==> src/rtl/sum_bcd_formatter_pkg.sv <==
// ---------------------------------------------------------------------------
// calc_pkg : definitions shared by the sum_bcd_formatter slice.
//   state_t         - formatter FSM encoding (IDLE / SHIFT / DONE)
//   ADJ3_THRESHOLD  - digit value at which double-dabble adds 3
//   ADJ3_OFFSET     - correction added to such a digit
//   SEG_BLANK       - active-low 7-segment pattern with every segment off
//   seg7_code()     - active-low g..a pattern for a BCD digit (blank if > 9)
//   clog10_digits() - decimal digits needed to show 2^(data_w-1)
// ---------------------------------------------------------------------------
package calc_pkg;

    typedef enum logic [1:0] {
        IDLE  = 2'd0,
        SHIFT = 2'd1,
        DONE  = 2'd2
    } state_t;

    localparam logic [3:0] ADJ3_THRESHOLD = 4'd5;
    localparam logic [3:0] ADJ3_OFFSET    = 4'd3;
    localparam logic [6:0] SEG_BLANK      = 7'b1111111;

    // Bit 6 = segment g ... bit 0 = segment a; a 0 lights the segment.
    function automatic logic [6:0] seg7_code(input logic [3:0] digit);
        logic [6:0] code;
        case (digit)
            4'd0:    code = 7'b1000000;
            4'd1:    code = 7'b1111001;
            4'd2:    code = 7'b0100100;
            4'd3:    code = 7'b0110000;
            4'd4:    code = 7'b0011001;
            4'd5:    code = 7'b0010010;
            4'd6:    code = 7'b0000010;
            4'd7:    code = 7'b1111000;
            4'd8:    code = 7'b0000000;
            4'd9:    code = 7'b0010000;
            default: code = SEG_BLANK;
        endcase
        return code;
    endfunction

    // Smallest n with 10^n > 2^(data_w-1): the largest magnitude a signed
    // data_w-bit value can have is 2^(data_w-1) (the most-negative value).
    function automatic int clog10_digits(input int data_w);
        longint lim;
        longint p;
        int     n;
        lim = longint'(1) << (data_w - 1);
        p   = 1;
        n   = 0;
        while (p <= lim) begin
            p = p * 10;
            n = n + 1;
        end
        return n;
    endfunction

endpackage

==> src/rtl/sum_bcd_formatter_if.sv <==
// ---------------------------------------------------------------------------
// sum_bcd_formatter_if : request / result bundle of the sum_bcd_formatter.
//   start, value  - request from the adder stage (master -> slave)
//   busy, done    - conversion status (slave -> master)
//   sign, bcd     - formatted result, bcd digit 0 (units) in [3:0]
//   state         - debug view of the formatter FSM
//   seg, seg_minus- active-low 7-segment outputs, present only when
//                   SUM_BCD_SEG_DECODE_EN is defined
//
// Handshake: start is a one-cycle request with no ready; it is accepted
// only when the formatter is idle or in its done cycle, and value is sampled
// on that edge alone. A start while busy is dropped. done is a one-cycle
// pulse and sign/bcd hold from that cycle until the next done.
// ---------------------------------------------------------------------------
interface sum_bcd_formatter_if
    import calc_pkg::*;
#(
    parameter int DATA_W = 8,
    parameter int NDIG   = 3
) ();

    logic                start;
    logic [DATA_W-1:0]   value;
    logic                busy;
    logic                done;
    logic                sign;
    logic [4*NDIG-1:0]   bcd;
    state_t              state;
`ifdef SUM_BCD_SEG_DECODE_EN
    logic [7*NDIG-1:0]   seg;
    logic                seg_minus;

    modport master (output start, value,
                    input  busy, done, sign, bcd, state, seg, seg_minus);
    modport slave  (input  start, value,
                    output busy, done, sign, bcd, state, seg, seg_minus);
`else
    modport master (output start, value,
                    input  busy, done, sign, bcd, state);
    modport slave  (input  start, value,
                    output busy, done, sign, bcd, state);
`endif

endinterface

==> src/rtl/sum_bcd_formatter_adj3.sv <==
// ---------------------------------------------------------------------------
// bcd_digit_adj3 : double-dabble correction for one BCD digit.
//   din  - scratch digit before the shift
//   dout - din + 3 when din >= 5, otherwise din
// Adding 3 before the left shift makes a digit >= 5 carry into the next
// digit after the shift, keeping every digit in 0..9.
// ---------------------------------------------------------------------------
module bcd_digit_adj3
    import calc_pkg::*;
(
    input  logic [3:0] din,
    output logic [3:0] dout
);

    assign dout = (din >= ADJ3_THRESHOLD) ? (din + ADJ3_OFFSET) : din;

endmodule

==> src/rtl/sum_bcd_formatter_seg7.sv <==
// ---------------------------------------------------------------------------
// bcd_to_seg7 : one BCD digit to an active-low g..a segment pattern.
//   bcd - digit 0..9 (other codes show blank)
//   seg - bit 6 = g ... bit 0 = a, 0 lights the segment
// Only built when SUM_BCD_SEG_DECODE_EN is defined.
// ---------------------------------------------------------------------------
`ifdef SUM_BCD_SEG_DECODE_EN
module bcd_to_seg7
    import calc_pkg::*;
(
    input  logic [3:0] bcd,
    output logic [6:0] seg
);

    assign seg = seg7_code(bcd);

endmodule
`endif

==> src/rtl/sum_bcd_formatter.sv <==
// ---------------------------------------------------------------------------
// sum_bcd_formatter : signed adder result -> sign + BCD magnitude.
//   clk  - system clock, all state on the rising edge
//   rst  - asynchronous, active-low reset
//   bus  - sum_bcd_formatter_if.slave (start/value in; busy/done/sign/bcd
//          and debug state out; seg/seg_minus with SUM_BCD_SEG_DECODE_EN)
//
// An accepted start captures |value| and its sign, then a shift-add-3
// (double-dabble) loop converts one bit per clock for DATA_W clocks. The
// result is loaded into sign/bcd on the edge entering DONE, so those
// outputs only ever change to a complete result.
// Optional macro: SUM_BCD_SEG_DECODE_EN adds registered 7-segment outputs.
// ---------------------------------------------------------------------------
module sum_bcd_formatter
    import calc_pkg::*;
#(
    parameter int DATA_W = 8,
    parameter int NDIG   = 3
) (
    input  logic                 clk,
    input  logic                 rst,
    sum_bcd_formatter_if.slave   bus
);

    localparam int BCD_W = 4 * NDIG;
    localparam int CNT_W = $clog2(DATA_W + 1);

    if (NDIG < clog10_digits(DATA_W)) begin : g_bad_ndig
        $error("sum_bcd_formatter: NDIG too small for DATA_W");
    end

    state_t              state;
    logic [DATA_W-1:0]   mag;
    logic [BCD_W-1:0]    scratch;
    logic [CNT_W-1:0]    cnt;
    logic                sign_int;
    logic                busy_r;
    logic                done_r;
    logic                sign_r;
    logic [BCD_W-1:0]    bcd_r;

    logic [BCD_W-1:0]    adj;
    logic [BCD_W-1:0]    next_bcd;
    logic [DATA_W-1:0]   cap_mag;

    // Two's-complement negate; the most-negative value maps onto itself,
    // which read as unsigned is exactly 2^(DATA_W-1).
    assign cap_mag = bus.value[DATA_W-1]
                   ? (~bus.value + {{(DATA_W-1){1'b0}}, 1'b1})
                   : bus.value;

    for (genvar i = 0; i < NDIG; i++) begin : g_adj
        bcd_digit_adj3 u_adj (
            .din  (scratch[4*i +: 4]),
            .dout (adj[4*i +: 4])
        );
    end

    // Scratch digits after this cycle's add-3 and shift-in of mag's MSB.
    assign next_bcd = {adj[BCD_W-2:0], mag[DATA_W-1]};

`ifdef SUM_BCD_SEG_DECODE_EN
    logic [7*NDIG-1:0]   seg_next;
    logic [7*NDIG-1:0]   seg_r;
    logic                seg_minus_r;

    for (genvar i = 0; i < NDIG; i++) begin : g_seg
        bcd_to_seg7 u_seg (
            .bcd (next_bcd[4*i +: 4]),
            .seg (seg_next[7*i +: 7])
        );
    end

    assign bus.seg       = seg_r;
    assign bus.seg_minus = seg_minus_r;
`endif

    always_ff @(posedge clk or negedge rst) begin
        if (!rst) begin
            state    <= IDLE;
            mag      <= '0;
            scratch  <= '0;
            cnt      <= '0;
            sign_int <= 1'b0;
            busy_r   <= 1'b0;
            done_r   <= 1'b0;
            sign_r   <= 1'b0;
            bcd_r    <= '0;
`ifdef SUM_BCD_SEG_DECODE_EN
            seg_r       <= {NDIG{SEG_BLANK}};
            seg_minus_r <= 1'b1;
`endif
        end else begin
            done_r <= 1'b0;
            case (state)
                SHIFT: begin
                    scratch <= next_bcd;
                    mag     <= {mag[DATA_W-2:0], 1'b0};
                    cnt     <= cnt - 1'b1;
                    // cnt == 1: this cycle performs the final shift, so the
                    // result goes straight to the outputs.
                    if (cnt == CNT_W'(1)) begin
                        state  <= DONE;
                        busy_r <= 1'b0;
                        done_r <= 1'b1;
                        sign_r <= sign_int;
                        bcd_r  <= next_bcd;
`ifdef SUM_BCD_SEG_DECODE_EN
                        seg_r       <= seg_next;
                        seg_minus_r <= ~sign_int;
`endif
                    end
                end
                default: begin
                    // IDLE and DONE both accept a new request.
                    if (bus.start) begin
                        state    <= SHIFT;
                        busy_r   <= 1'b1;
                        sign_int <= bus.value[DATA_W-1];
                        mag      <= cap_mag;
                        scratch  <= '0;
                        cnt      <= CNT_W'(DATA_W);
                    end else begin
                        state <= IDLE;
                    end
                end
            endcase
        end
    end

    assign bus.busy  = busy_r;
    assign bus.done  = done_r;
    assign bus.sign  = sign_r;
    assign bus.bcd   = bcd_r;
    assign bus.state = state;

endmodule
==> src/flat_wrapper.sv <==
// flat-port wrapper written by rule: the top's interface ports become plain ports
module sum_bcd_formatter_flat import calc_pkg::*;
#(
    parameter int DATA_W = 8,
    parameter int NDIG   = 3
)
  (clk, rst, bus_start, bus_value, bus_busy, bus_done, bus_sign, bus_bcd, bus_state);
  sum_bcd_formatter_if #(.DATA_W(DATA_W), .NDIG(NDIG)) bus_i ();
  input  logic clk;
  input  logic rst;
  input wire logic [$bits(bus_i.start)-1:0] bus_start;
  input wire logic [$bits(bus_i.value)-1:0] bus_value;
  output wire logic [$bits(bus_i.busy)-1:0] bus_busy;
  output wire logic [$bits(bus_i.done)-1:0] bus_done;
  output wire logic [$bits(bus_i.sign)-1:0] bus_sign;
  output wire logic [$bits(bus_i.bcd)-1:0] bus_bcd;
  output wire logic [$bits(bus_i.state)-1:0] bus_state;
  assign bus_i.start = bus_start;
  assign bus_i.value = bus_value;
  assign bus_busy = bus_i.busy;
  assign bus_done = bus_i.done;
  assign bus_sign = bus_i.sign;
  assign bus_bcd = bus_i.bcd;
  assign bus_state = bus_i.state;
  sum_bcd_formatter #(.DATA_W(DATA_W), .NDIG(NDIG)) u_core (.clk(clk), .rst(rst), .bus(bus_i));
endmodule
==> config.mk <==
export PLATFORM = sky130hd
export DESIGN_NAME = sum_bcd_formatter_flat
export DESIGN_NICKNAME = d
export VERILOG_FILES = /design/src/rtl/sum_bcd_formatter_pkg.sv /design/src/rtl/sum_bcd_formatter_if.sv /design/src/rtl/sum_bcd_formatter_adj3.sv /design/src/rtl/sum_bcd_formatter_seg7.sv /design/src/rtl/sum_bcd_formatter.sv /design/src/flat_wrapper.sv
export SDC_FILE = /design/constraint.sdc
export NUM_CORES = 1
export LEC_CHECK = 0
export ABC_AREA = 1
export CAP_MARGIN = 20
export CORE_ASPECT_RATIO = 1.4
export CORE_MARGIN = 2
export CORE_UTILIZATION = 36
export CTS_CLUSTER_DIAMETER = 50
export CTS_CLUSTER_SIZE = 28
export DETAILED_ROUTE_END_ITERATION = 7
export GPL_ROUTABILITY_DRIVEN = 0
export GPL_TIMING_DRIVEN = 0
export PLACE_DENSITY_LB_ADDON = 0.2
export REMOVE_ABC_BUFFERS = 1
export SLEW_MARGIN = 20
export SYNTH_ARGS = -nofsm -noshare
export SYNTH_HDL_FRONTEND = slang
export SYNTH_HIERARCHICAL = 1
export SYNTH_SLANG_ARGS = --single-unit
==> constraint.sdc <==
create_clock -name clk -period 1.3 [get_ports clk]
set_input_delay 0.39 -clock clk [delete_from_list [all_inputs] [get_ports clk]]
set_output_delay 0.39 -clock clk [all_outputs]
set_load 0.01 [all_outputs]
Word level (Yosys, flattened, before mapping)
Index checks and enable logic that the tools add are counted.

Register bits after elaboration: 42. Input bits: 11. Output and inout port bits: 17. Word-level logic and storage cells: 44.

$add $sub $neg: 5. Magnitude comparators: 3. Equal/unequal tests: 3. Muxes and demuxes: 18. Bitwise logic cells: 2. Reduce and logical (&&, ||, !) cells: 4.

Operators with widths (count): $mux 12 (2); $mux 8 (3); $mux 4 (4); $ge 4x3->1 const B (3); $add 4x2->4 const B (2); $add 8x1->8 const B (1); $not 8->8 (1); $mux 1 (6); $reduce_and 2->1 (3); $eq 4x1->1 const B (1); $mux 2 (2); $sub 4x1->4 const B (1); $add 3x2->3 const B (1); $mux 3 (1); $eq 2x1->1 const B (1); $ne 2x1->1 const B (1); $reduce_bool 2->1 (1); $not 1->1 (1).

Logic depth before layout (Yosys ltp)
Gate-level depths: netlist of run 1.

Depth after elaboration: 5. Depth in mapped cells: 9. Depth with buffers taken out: 9.

By module
The synthesis of run 1 kept the hierarchy.

By module, submodules not included: sum_bcd_formatter (times used 1, cells an instance 206, area an instance 1906.8 um^2, seq. area each 1051.0 um^2); bcd_digit_adj3 (times used 3, cells an instance 23, area an instance 135.1 um^2, seq. area each 0.0 um^2).

Worst setup path before layout of run 1
OpenSTA, ideal clock, no wires.

Path type: register to register. Start: register u_core.scratch[0]. End: register u_core.scratch[2]. Library setup time: 83 ps. Arrival time: 1188 ps. Required time: 1217 ps. Slack: 29 ps. Stages on the path, launching flop included: 9. Buffers on the path: 0. Clock period less this slack: 1271 ps. Path through: dfrtp_1 inv_1 ha_1 nor2_4 nor2_4 nand2_1 o21ai_2 inv_1 o21ai_0.

Longest elaborated chain between the ends: 3. Elaborated cells between the ends (all ways): 4. Classes of those cells: add/sub: 1; order compare: 1; mux: 2.

RTL lines: from (decl) (RTL line sum_bcd_formatter.sv:34) `logic [BCD_W-1:0] scratch;`; from (signal assigned) (RTL line sum_bcd_formatter.sv:97) `scratch <= next_bcd;`; $add 4x2->4 or $ge 4x3->1 (tied branches) (RTL line sum_bcd_formatter_adj3.sv:15) `assign dout = (din >= ADJ3_THRESHOLD) ? (din + ADJ3_OFFSET) : din;`; $mux 4 * (RTL line sum_bcd_formatter_adj3.sv:15); net u_core.adj[1] (RTL line sum_bcd_formatter.sv:42) `logic [BCD_W-1:0] adj;`; $mux 12 * (RTL line sum_bcd_formatter.sv:95) `case (state)`.

The timed path passes the listed nets; every way through them passes the cells marked *. A chain may end at the register's enable or synchronous reset.

Worst setup path in the final report of run 1
Start: register u_core.scratch[4]. End: register u_core.scratch[5].

The elaborated chain is that of the path after synthesis.

==> qor.csv, run 1 <==
metric,value,unit
CP endpoint kind,register,
"Hold Vio Cnt, Final",0,
clock sink count,42,
largest net degree at the start of global routing,30,
crit path DAT,1550,ps
RSZ-0062 raised after global routing,true,
DRT iter0 DRCs,81,
Die Area,0.00701,mm²
Num CTS Buffers,5,
Max H-tree Level,2,
# IOs,28,
initial core utilization,0.371,
critical path startpoint category,register,
layout overhead on the synthesized area,32.3,%
cell area after synthesis,0.00229,mm²
Routed Antenna Nets,0,
end-of-flow core utilization,0.490,
share of cells above drive strength 1,0.382,
WP data required,1530,ps
worst min-delay path category,reg -> reg,
power consumption,7440,µW
register area,0.00106,mm²
Residual DRC,0,
synth warn,6,
clk_skew,10.5,ps
vias in the first global route,1801,
1st-pass router iterations,4,
WL/cell,12.9,µm
PD cells,2460,mW/mm²
grt ovf,0,
crit-path max FO,4,
Placement Setup Slack,-523,ps
Multi-input gate area,0.00118,mm²
fin worst setup slack,-25.3,ps
Synth Area per Inst,8.47,µm²
Core ar.,0.00617,mm²
Max Fclk,0.755,GHz
CTS tree,done,
# setup viols final,3,
post-placement cell count,363,
diode count,0,
crit path kind,reg -> reg,
row cnt,34,
leakage,0.00143,µW
maxcap violations,0,
Vias/cell,4.79,
Final Slew Violations,0,
detailed-route via count,1900,
post-DP HPWL,2930,µm
Clock transition at path regs,80,ps
Skew-Pair Late Insertion Delay,300,ps
Tcrit/Tclk final,1.02,
Max transition margin,0.764,
Die H,98.3,µm
number of cells produced by synthesis,270,
Die X,71.3,µm
status,"finished, violations left",
Tightest Pin Transition,354,ps
Fill cells,626,
fin area,0.00303,mm²
Clock Path Buffers,2,
initial antenna violation count,0,
Root Buffer,clkbuf_8,
count of input and output buffers,27,
first-pass GRT wire length,8070,µm
fin cells,397,
Total GRT Usage,0.145,
minimum clock period,1330,ps
"Cell Area, Placed",0.00258,mm²
routed wire length,5140,µm
Peak VDD IR,0.778,mV
failing checks,negative setup slack,
Final #Nets,344,
## through the flow
stage,TNS (ps),hold WS (ps)
2_1_floorplan,-2220,94.4
3_3_place_gp,-67630,465
3_5_place_dp,-12850,324
4_1_cts,-49.8,488
5_1_grt,-704,515
6_report,-69.9,483
## where the power goes
part	switching (µW)	internal (µW)	leakage, µW	total, µW
clock network	486	572	0.0000504	1060
registers	410	1890	0.000526	2300
logic	2390	1700	0.000854	4090
total	3280	4160	0.00143	7440
## layer usage
layer	global-route usage	vias up	routed length [µm]
li1	-	966	-
met5	0	-	0
met4	0.0493	0	80
met1	0.162	891	2120
met2	0.266	33	2760
met3	0.0299	10	176
## layout by cell type (no fill, tap or decap), drive strengths merged
cell	count
a21oi	6
buf	37
bufinv	1
clkbuf	8
clkdlybuf4s50	7
clkinvlp	2
dfrtp	42
dlygate4sd3	1
dlymetal6s2s	2
ha	9
inv	49
nand2	68
nand3	16
nor2	25
o211ai	1
o21ai	44
o21bai	2
o22ai	4
xnor2	1
## final timing paths
| path | start | to | slack (ps) | cells after the start |
|---|---|---|---|---|
| max | u_core/scratch[4]$_DFFE_PN0P_ | u_core/scratch[5]$_DFFE_PN0P_ | -30 | 8 |
| min in group asynchronous | rst | u_core/mag[3]$_DFFE_PN0P_ | 520 | 2 |
| min | u_core/bus.bcd[6]$_DFFE_PN0P_ | u_core/bus.bcd[6]$_DFFE_PN0P_ | 480 | 2 |
| max in group asynchronous | rst | u_core/scratch[0]$_DFFE_PN0P_ | 300 | 3 |
| max reg2reg | u_core/scratch[4]$_DFFE_PN0P_ | u_core/scratch[5]$_DFFE_PN0P_ | -30 | 8 |
| min reg2reg | u_core/bus.bcd[6]$_DFFE_PN0P_ | u_core/bus.bcd[6]$_DFFE_PN0P_ | 480 | 2 |
## worst max-delay path: stages, from the launching register on
cell and delay, ps:
dfrtp_2 460, inv_2 100, ha_4 160, nor2_4 50
nor2_4 180, nand2_2 90, nand2_2 70, inv_2 40
o21ai_1 110
## state kept, by name, summed over array words and instances, names as in the netlist
name / count
u_core/mag: 8
u_core/bus.busy: 1
u_core/cnt: 4
u_core/bus.sign: 1
u_core/bus.bcd: 12
u_core/scratch: 12
u_core/bus.state: 2
u_core/bus.done: 1
u_core/sign_int: 1
## area by class of cell
class,instances,share of cell area
multi-input combinational,176,0.392
sequential,42,0.349
timing repair buffer,50,0.124
inverter,49,0.0674
tap,72,0.0298
clock buffer,5,0.0227
clock inverter,3,0.0149
## timing repair
item | in CTS | in global routing
gates cloned | 3 | 1
buffers inserted | 13 | 8
resized for setup | 89 | 51
hold endpoints to repair | 12 | 0
endpoints found under the setup margin | 43 | 39
pin swaps | 6 | 25
hold buffers | 1 | 0
(Power assumes the default switching activity.)
==> run 2, diff against run 1 <==
ABC_CLOCK_PERIOD_IN_PS = 1300   (was not set)
==> results of run 2 <==
Final layout, timing and power as in run 1 (identical DEF).
